==> config.mk <==
export PLATFORM = sky130hd
export DESIGN_NAME = pe_inject_arbiter
export DESIGN_NICKNAME = d
export VERILOG_FILES = /design/src/rtl/noc_pkg.sv /design/src/rtl/rr_arbiter.sv /design/src/rtl/pe_inject_arbiter.sv
export SDC_FILE = /design/constraint.sdc
export NUM_CORES = 1
export LEC_CHECK = 0
export BUFFER_PORTS_ARGS = -buffer_cell sky130_fd_sc_hd__buf_4
export CAP_MARGIN = 10
export CORE_MARGIN = 4
export CORE_UTILIZATION = 33
export CTS_BUF_LIST = sky130_fd_sc_hd__clkbuf_16
export DETAILED_ROUTE_END_ITERATION = 10
export HOLD_SLACK_MARGIN = 0.1
export PLACE_DENSITY = 0.65
export SLEW_MARGIN = 25
export SYNTH_ARGS = -nofsm -noshare
export SYNTH_HDL_FRONTEND = slang
export SYNTH_SLANG_ARGS = --single-unit
==> constraint.sdc <==
create_clock -name clk -period 3.6 [get_ports clk]
set_input_delay 0.72 -clock clk [delete_from_list [all_inputs] [get_ports clk]]
set_output_delay 0.72 -clock clk [all_outputs]
set_load 0.005 [all_outputs]
==> src/rtl/noc_pkg.sv <==
// -----------------------------------------------------------------------------
// noc_pkg
// Shared NoC definitions for the PE blocks. It holds the flit and credit field
// widths, the bit positions of the valid and tail flags, the arbiter state
// encoding, and pack/unpack helpers for the flit and credit formats.
//
// Flit format (MSB first):   {valid, tail, dest, vc, data}
// Credit format (MSB first): {valid, vc}
// -----------------------------------------------------------------------------
package noc_pkg;

    localparam int NOC_DEST_BITS  = 2;
    localparam int NOC_VC_BITS    = 1;
    localparam int NOC_DATA_WIDTH = 32;

    localparam int NOC_FLIT_WIDTH     = 2 + NOC_DEST_BITS + NOC_VC_BITS + NOC_DATA_WIDTH;
    localparam int NOC_FLIT_VALID_POS = NOC_FLIT_WIDTH - 1;
    localparam int NOC_FLIT_TAIL_POS  = NOC_FLIT_WIDTH - 2;

    localparam int NOC_CREDIT_WIDTH     = 1 + NOC_VC_BITS;
    localparam int NOC_CREDIT_VALID_POS = NOC_VC_BITS;

    typedef enum logic {
        ARB_IDLE   = 1'b0,
        ARB_LOCKED = 1'b1
    } arb_state_t;

    typedef struct packed {
        logic                      valid;
        logic                      tail;
        logic [NOC_DEST_BITS-1:0]  dest;
        logic [NOC_VC_BITS-1:0]    vc;
        logic [NOC_DATA_WIDTH-1:0] data;
    } flit_t;

    typedef struct packed {
        logic                   valid;
        logic [NOC_VC_BITS-1:0] vc;
    } credit_t;

    function automatic logic [NOC_FLIT_WIDTH-1:0] pack_flit(input flit_t f);
        return f;
    endfunction

    function automatic flit_t unpack_flit(input logic [NOC_FLIT_WIDTH-1:0] bits);
        return flit_t'(bits);
    endfunction

    function automatic logic [NOC_CREDIT_WIDTH-1:0] pack_credit(input credit_t c);
        return c;
    endfunction

    function automatic credit_t unpack_credit(input logic [NOC_CREDIT_WIDTH-1:0] bits);
        return credit_t'(bits);
    endfunction

    function automatic logic flit_is_valid(input logic [NOC_FLIT_WIDTH-1:0] bits);
        return bits[NOC_FLIT_VALID_POS];
    endfunction

    function automatic logic flit_is_tail(input logic [NOC_FLIT_WIDTH-1:0] bits);
        return bits[NOC_FLIT_TAIL_POS];
    endfunction

    function automatic logic credit_is_valid(input logic [NOC_CREDIT_WIDTH-1:0] bits);
        return bits[NOC_CREDIT_VALID_POS];
    endfunction

endpackage

==> src/rtl/rr_arbiter.sv <==
// -----------------------------------------------------------------------------
// rr_arbiter
// Purely combinational round-robin arbiter. It grants the first requester at
// or after ptr, wrapping around to index 0 when none is found above ptr.
//
// Ports:
//   req   [N-1:0]     request vector
//   ptr   [PTR_W-1:0] index with the highest priority this cycle
//   grant [N-1:0]     one-hot grant, or zero when nothing requests
// -----------------------------------------------------------------------------
module rr_arbiter #(
    parameter int N     = 4,
    parameter int PTR_W = (N > 1) ? $clog2(N) : 1
) (
    input  logic [N-1:0]     req,
    input  logic [PTR_W-1:0] ptr,
    output logic [N-1:0]     grant
);

    localparam logic [N-1:0] ONE = N'(1);

    logic [N-1:0] upper_mask;
    logic [N-1:0] masked_req;

    // upper_mask keeps only requesters at positions >= ptr
    for (genvar gi = 0; gi < N; gi++) begin : g_mask
        assign upper_mask[gi] = (int'(ptr) <= gi);
    end

    assign masked_req = req & upper_mask;

    // x & (~x + 1) isolates the lowest set bit; fall back to the unmasked
    // vector when nothing at or above ptr requests (wrap-around).
    assign grant = (masked_req != '0) ? (masked_req & (~masked_req + ONE))
                                      : (req & (~req + ONE));

endmodule

==> src/rtl/pe_inject_arbiter.sv <==
// -----------------------------------------------------------------------------
// pe_inject_arbiter
// Shares the PE's single NoC injection port among NUM_SRC local sources.
// Grants are round-robin and packet-atomic: a source that sends a non-tail
// flit owns the port until its tail flit. It also keeps one credit counter per
// VC, decremented on injection and incremented on credit return.
//
// Ports:
//   clk, rst_n           clock, asynchronous active-low reset
//   en                   global enable (credits are still counted when low)
//   src_valid/src_tail   per-source flit valid and last-flit flag
//   src_dest/src_vc      per-source destination and VC, source i in slice i
//   src_data             per-source payload
//   src_ready            one-hot or zero; transfer when valid & ready
//   flit_out             registered {valid, tail, dest, vc, data}
//   send_flit            valid bit of flit_out
//   credit_in            {valid, vc} credit return from the router
//   credit_err           sticky, set on a credit return beyond buffer depth
//
// Optional build macro PE_INJECT_STATS_EN adds per-source flit counters, a
// credit-stall counter and ports stat_sel, stat_flits, stat_stalls.
// -----------------------------------------------------------------------------
module pe_inject_arbiter
    import noc_pkg::*;
#(
    parameter int NUM_SRC           = 4,
    parameter int NUM_VCS           = 2,
    parameter int FLIT_BUFFER_DEPTH = 8,
    parameter int FLIT_DATA_WIDTH   = NOC_DATA_WIDTH,
    parameter int DEST_BITS         = NOC_DEST_BITS,
    parameter int VC_BITS           = NOC_VC_BITS
) (
    input  logic                                          clk,
    input  logic                                          rst_n,
    input  logic                                          en,
    input  logic [NUM_SRC-1:0]                            src_valid,
    input  logic [NUM_SRC-1:0]                            src_tail,
    input  logic [NUM_SRC*DEST_BITS-1:0]                  src_dest,
    input  logic [NUM_SRC*VC_BITS-1:0]                    src_vc,
    input  logic [NUM_SRC*FLIT_DATA_WIDTH-1:0]            src_data,
    output logic [NUM_SRC-1:0]                            src_ready,
    output logic [2+DEST_BITS+VC_BITS+FLIT_DATA_WIDTH-1:0] flit_out,
    output logic                                          send_flit,
    input  logic [VC_BITS:0]                              credit_in,
    output logic                                          credit_err
`ifdef PE_INJECT_STATS_EN
    ,
    input  logic [$clog2(NUM_SRC)-1:0]                    stat_sel,
    output logic [31:0]                                   stat_flits,
    output logic [31:0]                                   stat_stalls
`endif
);

    localparam int IDX_W  = (NUM_SRC > 1) ? $clog2(NUM_SRC) : 1;
    localparam int CNT_W  = $clog2(FLIT_BUFFER_DEPTH + 1);
    localparam int FLIT_W = 2 + DEST_BITS + VC_BITS + FLIT_DATA_WIDTH;
    localparam logic [CNT_W-1:0] CNT_MAX = CNT_W'(FLIT_BUFFER_DEPTH);

    // ---------------- per-source field views ----------------
    logic [DEST_BITS-1:0]       dest_arr [NUM_SRC];
    logic [VC_BITS-1:0]         vc_arr   [NUM_SRC];
    logic [FLIT_DATA_WIDTH-1:0] data_arr [NUM_SRC];
    logic [NUM_SRC-1:0]         eligible;

    logic [CNT_W-1:0] credit_cnt_reg  [NUM_VCS];
    logic [CNT_W-1:0] credit_cnt_next [NUM_VCS];

    for (genvar gi = 0; gi < NUM_SRC; gi++) begin : g_src
        assign dest_arr[gi] = src_dest[gi*DEST_BITS +: DEST_BITS];
        assign vc_arr[gi]   = src_vc[gi*VC_BITS +: VC_BITS];
        assign data_arr[gi] = src_data[gi*FLIT_DATA_WIDTH +: FLIT_DATA_WIDTH];
        assign eligible[gi] = src_valid[gi] && (credit_cnt_reg[vc_arr[gi]] != '0);
    end

    // ---------------- arbitration ----------------
    arb_state_t       state_reg, state_next;
    logic [IDX_W-1:0] owner_reg, owner_next;
    logic [IDX_W-1:0] rr_ptr_reg, rr_ptr_next;

    logic [NUM_SRC-1:0] rr_grant;
    logic [IDX_W-1:0]   win_idx;
    logic [IDX_W-1:0]   xfer_idx;
    logic               xfer;
    logic               xfer_tail;
    logic [VC_BITS-1:0] xfer_vc;

    rr_arbiter #(
        .N     (NUM_SRC),
        .PTR_W (IDX_W)
    ) u_rr_arbiter (
        .req   (eligible),
        .ptr   (rr_ptr_reg),
        .grant (rr_grant)
    );

    always_comb begin
        win_idx = '0;
        for (int i = 0; i < NUM_SRC; i++) begin
            if (rr_grant[i]) begin
                win_idx = IDX_W'(i);
            end
        end
    end

    // ready implies eligible implies valid, so any ready bit is a transfer
    assign xfer      = |src_ready;
    assign xfer_idx  = (state_reg == ARB_LOCKED) ? owner_reg : win_idx;
    assign xfer_tail = src_tail[xfer_idx];
    assign xfer_vc   = vc_arr[xfer_idx];

    // FSM: state register
    always_ff @(posedge clk or negedge rst_n) begin
        if (!rst_n) begin
            state_reg  <= ARB_IDLE;
            owner_reg  <= '0;
            rr_ptr_reg <= '0;
        end else begin
            state_reg  <= state_next;
            owner_reg  <= owner_next;
            rr_ptr_reg <= rr_ptr_next;
        end
    end

    // FSM: next-state logic
    always_comb begin
        state_next  = state_reg;
        owner_next  = owner_reg;
        rr_ptr_next = rr_ptr_reg;
        if (xfer) begin
            if (xfer_tail) begin
                state_next  = ARB_IDLE;
                rr_ptr_next = (xfer_idx == IDX_W'(NUM_SRC - 1)) ? '0 : xfer_idx + IDX_W'(1);
            end else begin
                state_next = ARB_LOCKED;
                owner_next = xfer_idx;
            end
        end
    end

    // FSM: outputs. A locked owner blocks everyone else even while it stalls.
    always_comb begin
        src_ready = '0;
        if (en) begin
            if (state_reg == ARB_IDLE) begin
                src_ready = rr_grant;
            end else if (eligible[owner_reg]) begin
                src_ready[owner_reg] = 1'b1;
            end
        end
    end

    // ---------------- output register ----------------
    logic [FLIT_W-1:0] flit_reg;

    always_ff @(posedge clk or negedge rst_n) begin
        if (!rst_n) begin
            flit_reg <= '0;
        end else if (xfer) begin
            flit_reg <= {1'b1, xfer_tail, dest_arr[xfer_idx], xfer_vc, data_arr[xfer_idx]};
        end else begin
            flit_reg <= '0;
        end
    end

    assign flit_out  = flit_reg;
    assign send_flit = flit_reg[FLIT_W-1];

    // ---------------- credit counters ----------------
    logic               crd_valid;
    logic [VC_BITS-1:0] crd_vc;
    logic [NUM_VCS-1:0] vc_dec;
    logic [NUM_VCS-1:0] vc_inc;
    logic [NUM_VCS-1:0] vc_over;
    logic               credit_err_reg;

    assign crd_valid = credit_in[VC_BITS];
    assign crd_vc    = credit_in[VC_BITS-1:0];

    for (genvar gi = 0; gi < NUM_VCS; gi++) begin : g_vc
        assign vc_dec[gi]  = xfer && (xfer_vc == VC_BITS'(gi));
        assign vc_inc[gi]  = crd_valid && (crd_vc == VC_BITS'(gi));
        // a simultaneous send and return cancel out, so only a lone return
        // can push the count past the buffer depth
        assign vc_over[gi] = vc_inc[gi] && !vc_dec[gi] && (credit_cnt_reg[gi] == CNT_MAX);
        assign credit_cnt_next[gi] =
            (vc_inc[gi] && !vc_dec[gi] && !vc_over[gi]) ? credit_cnt_reg[gi] + CNT_W'(1) :
            (vc_dec[gi] && !vc_inc[gi])                 ? credit_cnt_reg[gi] - CNT_W'(1) :
                                                          credit_cnt_reg[gi];
    end

    always_ff @(posedge clk or negedge rst_n) begin
        if (!rst_n) begin
            for (int v = 0; v < NUM_VCS; v++) begin
                credit_cnt_reg[v] <= CNT_MAX;
            end
            credit_err_reg <= 1'b0;
        end else begin
            for (int v = 0; v < NUM_VCS; v++) begin
                credit_cnt_reg[v] <= credit_cnt_next[v];
            end
            credit_err_reg <= credit_err_reg | (|vc_over);
        end
    end

    assign credit_err = credit_err_reg;

`ifdef PE_INJECT_STATS_EN
    // ---------------- statistics ----------------
    logic [31:0] flit_cnt_reg [NUM_SRC];
    logic [31:0] stall_cnt_reg;
    logic        owner_stall;

    assign owner_stall = (state_reg == ARB_LOCKED) && src_valid[owner_reg]
                         && (credit_cnt_reg[vc_arr[owner_reg]] == '0);

    always_ff @(posedge clk or negedge rst_n) begin
        if (!rst_n) begin
            for (int i = 0; i < NUM_SRC; i++) begin
                flit_cnt_reg[i] <= '0;
            end
            stall_cnt_reg <= '0;
        end else begin
            for (int i = 0; i < NUM_SRC; i++) begin
                if (src_ready[i]) begin
                    flit_cnt_reg[i] <= flit_cnt_reg[i] + 32'd1;
                end
            end
            if (owner_stall) begin
                stall_cnt_reg <= stall_cnt_reg + 32'd1;
            end
        end
    end

    assign stat_flits  = flit_cnt_reg[stat_sel];
    assign stat_stalls = stall_cnt_reg;
`endif

endmodule

==> flow_summary.yaml, run 1 <==
floorplanning:
  die-width_um: 110
  die_area_sq_mm: 0.0122
  ioPinCount: 196
  core_sq_mm: 0.0103
  start_util: 0.337
  num_rows: 37
  die_h_um: 110
clocking:
  clock_sink_count: 51
  clkTransAtPathRegs_ns: 0.07
  cts_buffers: 5
  worstSkewPairLatency_ns: 0.29
  ctsRootBufferMaster: "clkbuf_16"
  h-tree-depth: 2
  holdBufCountCts: 0
  clockBufferDepth: 2
  cts_tree: "yes"
logic_synthesis:
  synth_edf_count: 0
  synthCells: 344
  netlist_area_sq_mm: 0.00346
  synth_adder_area_share: 0.0260
  ys_types: 51
  synth_compound_area_frac: 0.260
  synthXorXnorAreaFrac: 0.0177
  yosysTopAreaCell: "dfrtp_1"
  yosysSeqAreaShare: 0.369
  synth-simple-area-share: 0.140
  synth_mux_area_frac: 0.144
  yosys_warnings: 0
  synthFlopType: "dfrtp_1"
  yosys-top-cells-area: "dfrtp_1, a211oi_1, mux2i_1, and2_1, clkbuf_1"
  ys_async_sr_fraction: 1.00
  syn_nets: 503
  synth-seq-cells: 51
  synth_top_area_frac: 0.354
  synth_top_family_by_area: "compound AO/OA/AOI/OAI gates"
  postSynthAreaPerCell_sq_um: 10.1
sta:
  max_clock_freq_mhz: 282
  period_share: 0.985
  setup_violations: 0
  rsz0062_at_grt: "true"
  fin_skew_ns: 0.00462
  slew_violations: 0
  finalSetupTns_ns: 0
  hold_violations: 0
  tightest_slew_ns: 0.644
  relSlewSlack: 0.571
  min_period_ns: 3.55
drt:
  routed_wl_um: 11300
  firstDrtPassIters: 4
  drc: 0
  drtIter0Drc: 136
  wl_per_cell_um: 16.2
  via_per_inst: 5.16
  ant_nets: 0
  vias: 3585
critical_path:
  path_buf_inv: 2
  r2r_cells: 15
  cp_slowest_cell: "dfstp_2"
  crit_path_max_incr_delay_ns: 0.58
  critPathKind: "flop to flop"
  endpoint_kind: "flop"
  crit_chain: "nor4_4 -> buf_4 -> or3b_4 -> a311oi_2 -> buf_4 -> a211o_2 -> a211oi_2 -> or3_4 -> nand2_4 -> ha_4 -> a21o_1 -> a21o_1 -> nand2b_4 -> mux2_4 -> o22ai_1"
  startpoint_type: "flop"
  crit_family: "simple AND/OR/NAND/NOR gates"
  worst-path-stages: 15
  critPathMaxFanout: 10
  critPathRequiredTime_ns: 3.82
  crit_arrival_ns: 3.76
grt:
  overflow: 0
  antenna_found_initial: 0
  grt_usage: 0.174
  grt_pass1_vias: 3567
  grt_pass1_wl_um: 17700
  grt_max_degree: 73
cells_and_area:
  finalNonFillerCells: 695
  multi_input_area_sq_mm: 0.00215
  seq_area_sq_mm: 0.00128
  fill_cells: 973
  drive_gt1_frac: 0.479
  fin_nets: 717
  largest_reg_flops: 37
  area_growth_pct: 61.4
  antenna_cells: 0
place:
  place_inst: 684
  io_buffers: 195
  place_hpwl_um: 9000
  routabilityCongestion: 0.922
job:
  maxCapViolCount: 0
outcome:
  outcome: "complete, no violations"
pwr:
  p_leak_nw: 2.71
  peakVddDrop_uv: 642
  powerDensity_mw_per_mm2: 798
worst_hold_path:
  hp-class: "input pin to async pin"
## synth_stat cells, types with 3 or more instances
cell,n
nor3_1,3
ha_1,4
nand3_1,3
buf_2,5
and2_0,9
o22ai_1,5
a211oi_1,70
a211o_1,4
nand2_1,13
nand2b_1,8
o2bb2ai_1,4
inv_1,9
a21oi_1,6
clkbuf_1,18
and2_1,25
xnor2_1,7
mux2i_1,45
and3_1,3
o22a_1,4
a21o_1,4
dfrtp_1,49
o21ai_0,4
## metrics by stage
stage               hold WS [ns]  power [mW]  utilization  setup slack, ns  cell area (sq um)
floorplan                  0.424        2.85            -          -0.0366               3540
global placement           0.500        3.75        0.518           -0.129               5330
detailed placement         0.513        3.81        0.518           -0.212               5330
CTS                        0.476        4.45        0.538           0.0215               5530
global route               0.496        4.81        0.544          -0.0737               5590
finish                     0.439        4.46        0.544           0.0535               5590
## worst register-to-register path: cells and delay by family (launching register included)
| kind | cells | cell delay, ns |
|---|---|---|
| simple gates | 5 | 1.09 |
| compound gates | 6 | 1.00 |
| flops | 1 | 0.58 |
| buf+inv | 2 | 0.36 |
| mux | 1 | 0.26 |
| fa+ha+maj | 1 | 0.20 |
## cell families (layout without fill, tap and decap cells)
kind of cell | count (synthesis) | after routing
AO/OA/AOI/OAI | 117 | 117
AND/OR/NAND/NOR | 78 | 78
flip-flops | 51 | 51
multiplexers | 49 | 49
buffers and inverters | 36 | 251
XOR/XNOR | 7 | 7
adder cells (fa/ha/maj) | 6 | 6
## final cells by class
class / instances / area share
inverter: 10 / 0.00672
clock buffer: 5 / 0.0224
tap: 136 / 0.0305
sequential: 51 / 0.229
multi-input combinational: 257 / 0.385
timing repair buffer: 233 / 0.314
clock inverter: 3 / 0.0128
## path summary, 6_finish.rpt
check                                  start                end  slack [ns]
setup / recovery           credit_cnt_reg[7]  credit_cnt_reg[3]        0.05
hold / removal                         rst_n  credit_cnt_reg[1]        0.44
setup reg to reg           credit_cnt_reg[7]  credit_cnt_reg[3]        0.05
hold reg to reg                   credit_err         credit_err        0.53
max in group asynchronous              rst_n       owner_reg[0]        2.71
min in group clk                  credit_err         credit_err        0.53
## cells in the final DEF (no fill, tap or decap), types with 5 or more instances in the layout
cell type / n
mux2i_1: 45
and2_1: 25
dfrtp_1: 49
a21oi_1: 6
nand2b_1: 6
inv_1: 9
nand2_1: 11
xnor2_1: 7
and2_0: 9
buf_4: 232
a211oi_1: 68
clkbuf_16: 5
## what timing repair did
action / in CTS / in global routing
setup buffers: 1 / 2
pin swaps: 1 / 2
endpoints found under the setup margin: 2 / 5
gates cloned: 0 / 0
resized for setup: 1 / 8
## layer usage
layer  wire, um  track usage  up-vias
met5          0            0        -
met4        177       0.0411        0
met3        865       0.0482       13
met2       5620        0.298      154
met1       4600        0.217     1667
li1           -            -     1751
## where the power goes
part / switching (mW) / internal (mW)
logic: 1.53 / 1.38
clock network: 0.217 / 0.403
registers: 0.140 / 0.783
total: 1.89 / 2.57
No activity file was read; power rests on OpenSTA's default activity.
==> run 2: changes to the inputs <==
--- a/config.mk
+++ b/config.mk
@@ -5,14 +5,15 @@
 export SDC_FILE = /design/constraint.sdc
 export NUM_CORES = 1
 export LEC_CHECK = 0
+export ABC_AREA = 1
 export BUFFER_PORTS_ARGS = -buffer_cell sky130_fd_sc_hd__buf_4
-export CAP_MARGIN = 10
+export CAP_MARGIN = 30
 export CORE_MARGIN = 4
 export CORE_UTILIZATION = 33
 export CTS_BUF_LIST = sky130_fd_sc_hd__clkbuf_16
 export DETAILED_ROUTE_END_ITERATION = 10
 export HOLD_SLACK_MARGIN = 0.1
-export PLACE_DENSITY = 0.65
+export SKIP_CTS_REPAIR_TIMING = 1
 export SLEW_MARGIN = 25
 export SYNTH_ARGS = -nofsm -noshare
 export SYNTH_HDL_FRONTEND = slang
==> run 2 against run 1 <==
Against the previous run:
- combinational power is 7.2% higher
- core utilization down 4.4 points
- final area is 7.7% lower
- total power up 4.5%
- area after synthesis increased by 1.4%
- non-clock buffer count down 35
- register-to-register slack better by 0.49 ns
- wire length increased by 4.2%
- sequential share of layout area up 1.9 points
- die area increased by 1.3%
- critical path depth increased by 7
- sequential power grew 9%
- critical endpoint unchanged
- largest cell class unchanged
==> flow_summary.yaml, run 2 <==
logic_synthesis:
  yosysSeqAreaShare: 0.364
  netlist_area_sq_mm: 0.00351
  synthTopCellsByCount: "nor2_1, nand2_1, dfrtp_1, o21ai_0, inv_1"
  synth-seq-cells: 51
  synthCells: 477
  synthFlopType: "dfrtp_1"
  yosysTopAreaCell: "dfrtp_1"
  yosys-top-cells-area: "dfrtp_1, nor2_1, o21bai_1, nand2_1, o21ai_0"
  synth_top_area_frac: 0.349
  syn_nets: 636
  postSynthAreaPerCell_sq_um: 7.36
  synth.most_common_cell: "nor2_1"
  synth_edf_count: 0
  ys_async_sr_fraction: 1.00
  yosys_warnings: 0
  ys_types: 32
pwr:
  p_sw_frac: 0.479
  p_int_mw: 2.43
  p_seq_frac: 0.216
  powerDensity_mw_per_mm2: 904
  p_sw_mw: 2.23
  peakVddDrop_uv: 782
  pwr-share-comb: 0.672
  p_leak_nw: 2.68
  power.share.clock: 0.112
drt:
  vias: 3819
  routed_wl_um: 11700
  wl_per_cell_um: 14.9
  drtIter0Drc: 223
  drc: 0
  firstDrtPassIters: 4
  via_per_inst: 4.83
  ant_nets: 0
floorplanning:
  die-width_um: 111
  ioPinCount: 196
  die_h_um: 111
  start_util: 0.340
  core_sq_mm: 0.0103
  num_rows: 37
  die_area_sq_mm: 0.0124
cells_and_area:
  drive_gt1_frac: 0.358
  multi_input_area_sq_mm: 0.00189
  antenna_cells: 0
  fill_cells: 1017
  final_common_cell: "buf_4"
  seq_area_sq_mm: 0.00128
  area_growth_pct: 46.8
  fin_nets: 813
  largest_reg_flops: 37
  design_area_sq_mm: 0.00515
  layout_common_cells: "buf_4, nor2_1, nand2_1, dfrtp_1"
grt:
  antenna_found_initial: 0
  grt_usage: 0.189
  overflow: 0
  grt_max_degree: 73
  grt_pass1_wl_um: 19200
  grt_pass1_vias: 3880
sta:
  setup_violations: 0
  tightest_slew_ns: 0.709
  finalSetupTns_ns: 0
  fin_skew_ns: 0.0111
  setup_ws_ns: 0.539
  max_clock_freq_mhz: 327
  rsz0062_at_grt: "false"
  hold_ws_ns: 0.467
  hold_violations: 0
  slew_violations: 0
  min_period_ns: 3.06
  period_share: 0.850
  relSlewSlack: 0.528
critical_path:
  endpoint_kind: "flop"
  critPathMaxFanout: 6
  rr_startpoint: "credit_cnt_reg[0]"
  r2r_cells: 22
  critPathKind: "flop to flop"
  r2r-end: "credit_cnt_reg[3]"
  crit_arrival_ns: 3.29
  startpoint_type: "flop"
  reg2reg_slack_ns: 0.54
  critPathRequiredTime_ns: 3.83
clocking:
  h-tree-depth: 2
  cts_buffers: 5
  clkTransAtPathRegs_ns: 0.06
  ctsRootBufferMaster: "clkbuf_16"
  cts_tree: "yes"
  clockBufferDepth: 2
  worstSkewPairLatency_ns: 0.29
  clock_sink_count: 51
place:
  routabilityCongestion: 0.897
  io_buffers: 195
  place_hpwl_um: 8950
  placed_area_sq_mm: 0.00499
  post-place-ws_ns: 0.342
job:
  maxCapViolCount: 0
worst_hold_path:
  hp-class: "input pin to async pin"
outcome:
  outcome: "complete, no violations"
[run 2: power groups by stage]
stage	sequential (mW)	combinational [mW]	clock [mW]
4_1_cts	1.01	3.18	0.542
2_1_floorplan	1.01	2.36	0
3_3_place_gp	1.01	3.13	0
6_report	1.01	3.13	0.522
3_5_place_dp	1.02	3.18	0
5_1_grt	1.04	3.60	0.566
[run 2: final cells by class]
class | count | area share
timing repair buffer | 198 | 0.288
clock buffer | 5 | 0.0243
inverter | 42 | 0.0320
tap | 136 | 0.0330
multi-input combinational | 356 | 0.368
sequential | 51 | 0.248
clock inverter | 2 | 0.00655
[run 2: routing by layer]
layer  track usage  up-vias  part of all wire  wire length (um)
met5             0        -                 0                 0
met4        0.0414        0             0.013               156
met3        0.0726       13             0.098              1150
met2         0.334      137              0.50              5900
met1         0.215     1734              0.39              4530
li1              -     1935                 -                 -
[run 2: kinds of logic (layout without fill, tap and decap cells)]
| kind of cell | count (synthesis) | after routing | synth area share |
|---|---|---|---|
| buffers and inverters | 70 | 247 | 0.0969 |
| AND/OR/NAND/NOR | 194 | 194 | 0.260 |
| AO/OA/AOI/OAI | 152 | 152 | 0.243 |
| XOR/XNOR | 4 | 4 | 0.00998 |
| adder cells (fa/ha/maj) | 6 | 6 | 0.0257 |
| flip-flops | 51 | 51 | 0.364 |
[run 2: worst max-delay path by stage]
stage	endpoint	cells after the start	slack, ns	start
3_3_place_gp	credit_cnt_reg[3]	23	0.48	src_vc[0]
5_1_grt	credit_cnt_reg[3]	22	0.15	credit_cnt_reg[0]
6_report	credit_cnt_reg[3]	22	0.54	credit_cnt_reg[0]
3_5_place_dp	credit_cnt_reg[3]	23	0.34	src_vc[0]
2_1_floorplan	credit_cnt_reg[7]	23	0.79	src_vc[2]
4_1_cts	credit_cnt_reg[3]	22	0.54	credit_cnt_reg[0]
[run 2: worst max-delay path, cell delays in order, from the launching register on]
cell     delay, ns
dfrtp_1       0.44
nor2_2        0.26
nand3_2       0.14
nand4_2       0.14
nand2_1       0.12
nor2_2        0.14
inv_1         0.05
nand3_1       0.09
nand2_2       0.09
inv_1         0.16
nand3_1       0.14
nand3_2       0.11
nand3_2       0.14
ha_1          0.35
nand2_1       0.07
nand2_1       0.04
a31oi_1       0.18
inv_1         0.06
nand2_1       0.08
nand2_1       0.06
nand2_1       0.06
nand2_1       0.04
inv_1         0.04
[run 2: per-stage QoR]
| step | std cells | total power [mW] | util |
|---|---|---|---|
| 2_1_floorplan | 477 | 3.36 | - |
| 6_report | 790 | 4.66 | 0.499 |
| 3_3_place_gp | 783 | 4.14 | 0.484 |
| 5_1_grt | 790 | 5.20 | 0.499 |
| 3_5_place_dp | 783 | 4.20 | 0.484 |
| 4_1_cts | 790 | 4.74 | 0.499 |
==> run 3: changes to the inputs <==
--- a/config.mk
+++ b/config.mk
@@ -12,7 +12,9 @@
 export CORE_UTILIZATION = 33
 export CTS_BUF_LIST = sky130_fd_sc_hd__clkbuf_16
 export DETAILED_ROUTE_END_ITERATION = 10
+export GPL_TIMING_DRIVEN = 0
 export HOLD_SLACK_MARGIN = 0.1
+export RECOVER_POWER = 25
 export SKIP_CTS_REPAIR_TIMING = 1
 export SLEW_MARGIN = 25
 export SYNTH_ARGS = -nofsm -noshare
==> run 3 against run 2 <==
Against the previous run:
- clock skew fell by 0.0013 ns
- global-route usage up 1.0 points
- largest cell class unchanged
- die area stayed put
- worst setup slack is essentially flat
- non-clock buffer count rose by 25
==> flow_summary.yaml, run 3 (same netlist as run 2, synthesis figures left out) <==
grt:
  grt_pass1_wl_um: 20000
  grt_usage: 0.199
  grt_max_degree: 52
  grt_pass1_vias: 4083
  overflow: 0
  antenna_found_initial: 0
outcome:
  outcome: "complete, no violations"
worst_hold_path:
  hp-class: "flop to flop"
clocking:
  cts_buffers: 5
  cts_tree: "yes"
  clockBufferDepth: 2
  ctsRootBufferMaster: "clkbuf_16"
  h-tree-depth: 2
  clock_sink_count: 51
  clkTransAtPathRegs_ns: 0.07
  worstSkewPairLatency_ns: 0.29
floorplanning:
  core_sq_mm: 0.0103
  die-width_um: 111
  die_h_um: 111
  num_rows: 37
  ioPinCount: 196
  die_area_sq_mm: 0.0124
  start_util: 0.340
cells_and_area:
  layout_common_cells: "buf_4, nor2_1, nand2_1, dfrtp_1, o21ai_0"
  final_common_cell: "buf_4"
  drive_gt1_frac: 0.359
  area_growth_pct: 50.5
  antenna_cells: 0
  fin_nets: 838
  largest_reg_flops: 37
sta:
  fin_skew_ns: 0.00986
  rsz0062_at_grt: "false"
  setup_ws_ns: 0.539
  max_clock_freq_mhz: 327
  tightest_slew_ns: 1.34
  slew_violations: 0
  hold_violations: 0
  relSlewSlack: 0.109
  setup_violations: 0
  min_period_ns: 3.06
  finalSetupTns_ns: 0
  period_share: 0.850
place:
  io_buffers: 195
  place_hpwl_um: 10300
  routabilityCongestion: 0.867
  post-place-ws_ns: 0.384
drt:
  firstDrtPassIters: 4
  drc: 0
  vias: 3967
  routed_wl_um: 12700
  drtIter0Drc: 160
  via_per_inst: 4.86
  wl_per_cell_um: 15.6
  ant_nets: 0
critical_path:
  critPathKind: "flop to flop"
  startpoint_type: "flop"
  critPathRequiredTime_ns: 3.82
  crit_arrival_ns: 3.29
  critPathMaxFanout: 10
  endpoint_kind: "flop"
pwr:
  pwr-share-comb: 0.703
  p_seq_frac: 0.202
  p_leak_nw: 2.74
  power.share.clock: 0.095
  p_int_mw: 2.54
  p_sw_frac: 0.485
  peakVddDrop_uv: 346
  total_power_mw: 4.94
  powerDensity_mw_per_mm2: 935
  p_sw_mw: 2.39
job:
  maxCapViolCount: 0
[run 3: metal layers]
metal / routed length, um / up-vias / track usage
li1: - / 1987 / -
met1: 4710 / 1818 / 0.212
met2: 6560 / 148 / 0.368
met3: 1240 / 14 / 0.0802
met4: 230 / 0 / 0.0430
met5: 0 / - / 0
[run 3: layout make-up]
type,instances,area [sq um]
Clock inverter,3,15.0
Tap cell,136,170
Clock buffer,5,125
Multi-Input combinational cell,356,1890
Sequential cell,51,1280
Fill cell,1038,5040
Buffer,28,175
Timing Repair Buffer,195,1460
Inverter,42,165
[run 3: worst max-delay path, cell delays in order, from the launching register on]
cell,delay (ns)
dfrtp_1,0.45
nor2_2,0.26
nand3_1,0.17
nand4_2,0.13
nand2_1,0.11
nor2_2,0.13
nor2_2,0.07
nand2_4,0.10
nand2_4,0.07
buf_6,0.17
nand2_2,0.06
nand3_2,0.07
nand3_2,0.10
nand3_4,0.11
ha_1,0.34
nand2_1,0.08
nand2_1,0.04
a31oi_1,0.17
inv_1,0.06
nand2_1,0.10
nand3_1,0.10
nand2_1,0.08
inv_1,0.04
[run 3: power groups by stage]
| stage | logic, mW | clock network, mW | registers (mW) |
|---|---|---|---|
| after floorplan | 2.36 | 0 | 1.01 |
| after global placement | 3.42 | 0 | 1.01 |
| after detailed placement | 3.48 | 0 | 1.01 |
| after CTS | 3.50 | 0.476 | 1.00 |
| after global routing | 3.89 | 0.499 | 1.03 |
| final | 3.47 | 0.468 | 0.999 |
[run 3: worst paths after layout]
check / startpoint / endpoint / slack [ns] / cells after the start
worst max-delay path: credit_cnt_reg[0] / credit_cnt_reg[7] / 0.54 / 22
worst max register to register: credit_cnt_reg[0] / credit_cnt_reg[7] / 0.54 / 22
max in group asynchronous: rst_n / credit_cnt_reg[4] / 2.07 / 1
min in group asynchronous: rst_n / state_reg / 0.73 / 1
worst min register to register: credit_err / credit_err / 0.50 / 2
worst min-delay path: credit_err / credit_err / 0.50 / 2
[run 3: per-stage QoR]
stage                      util  cells  instance area, sq um  hold WS, ns
after floorplan               -    477                  3510        0.424
after global placement    0.498    808                  5140        0.488
after detailed placement  0.498    808                  5140        0.496
after CTS                 0.512    816                  5290        0.502
after global routing      0.512    816                  5280        0.549
final                     0.512    816                  5280        0.504
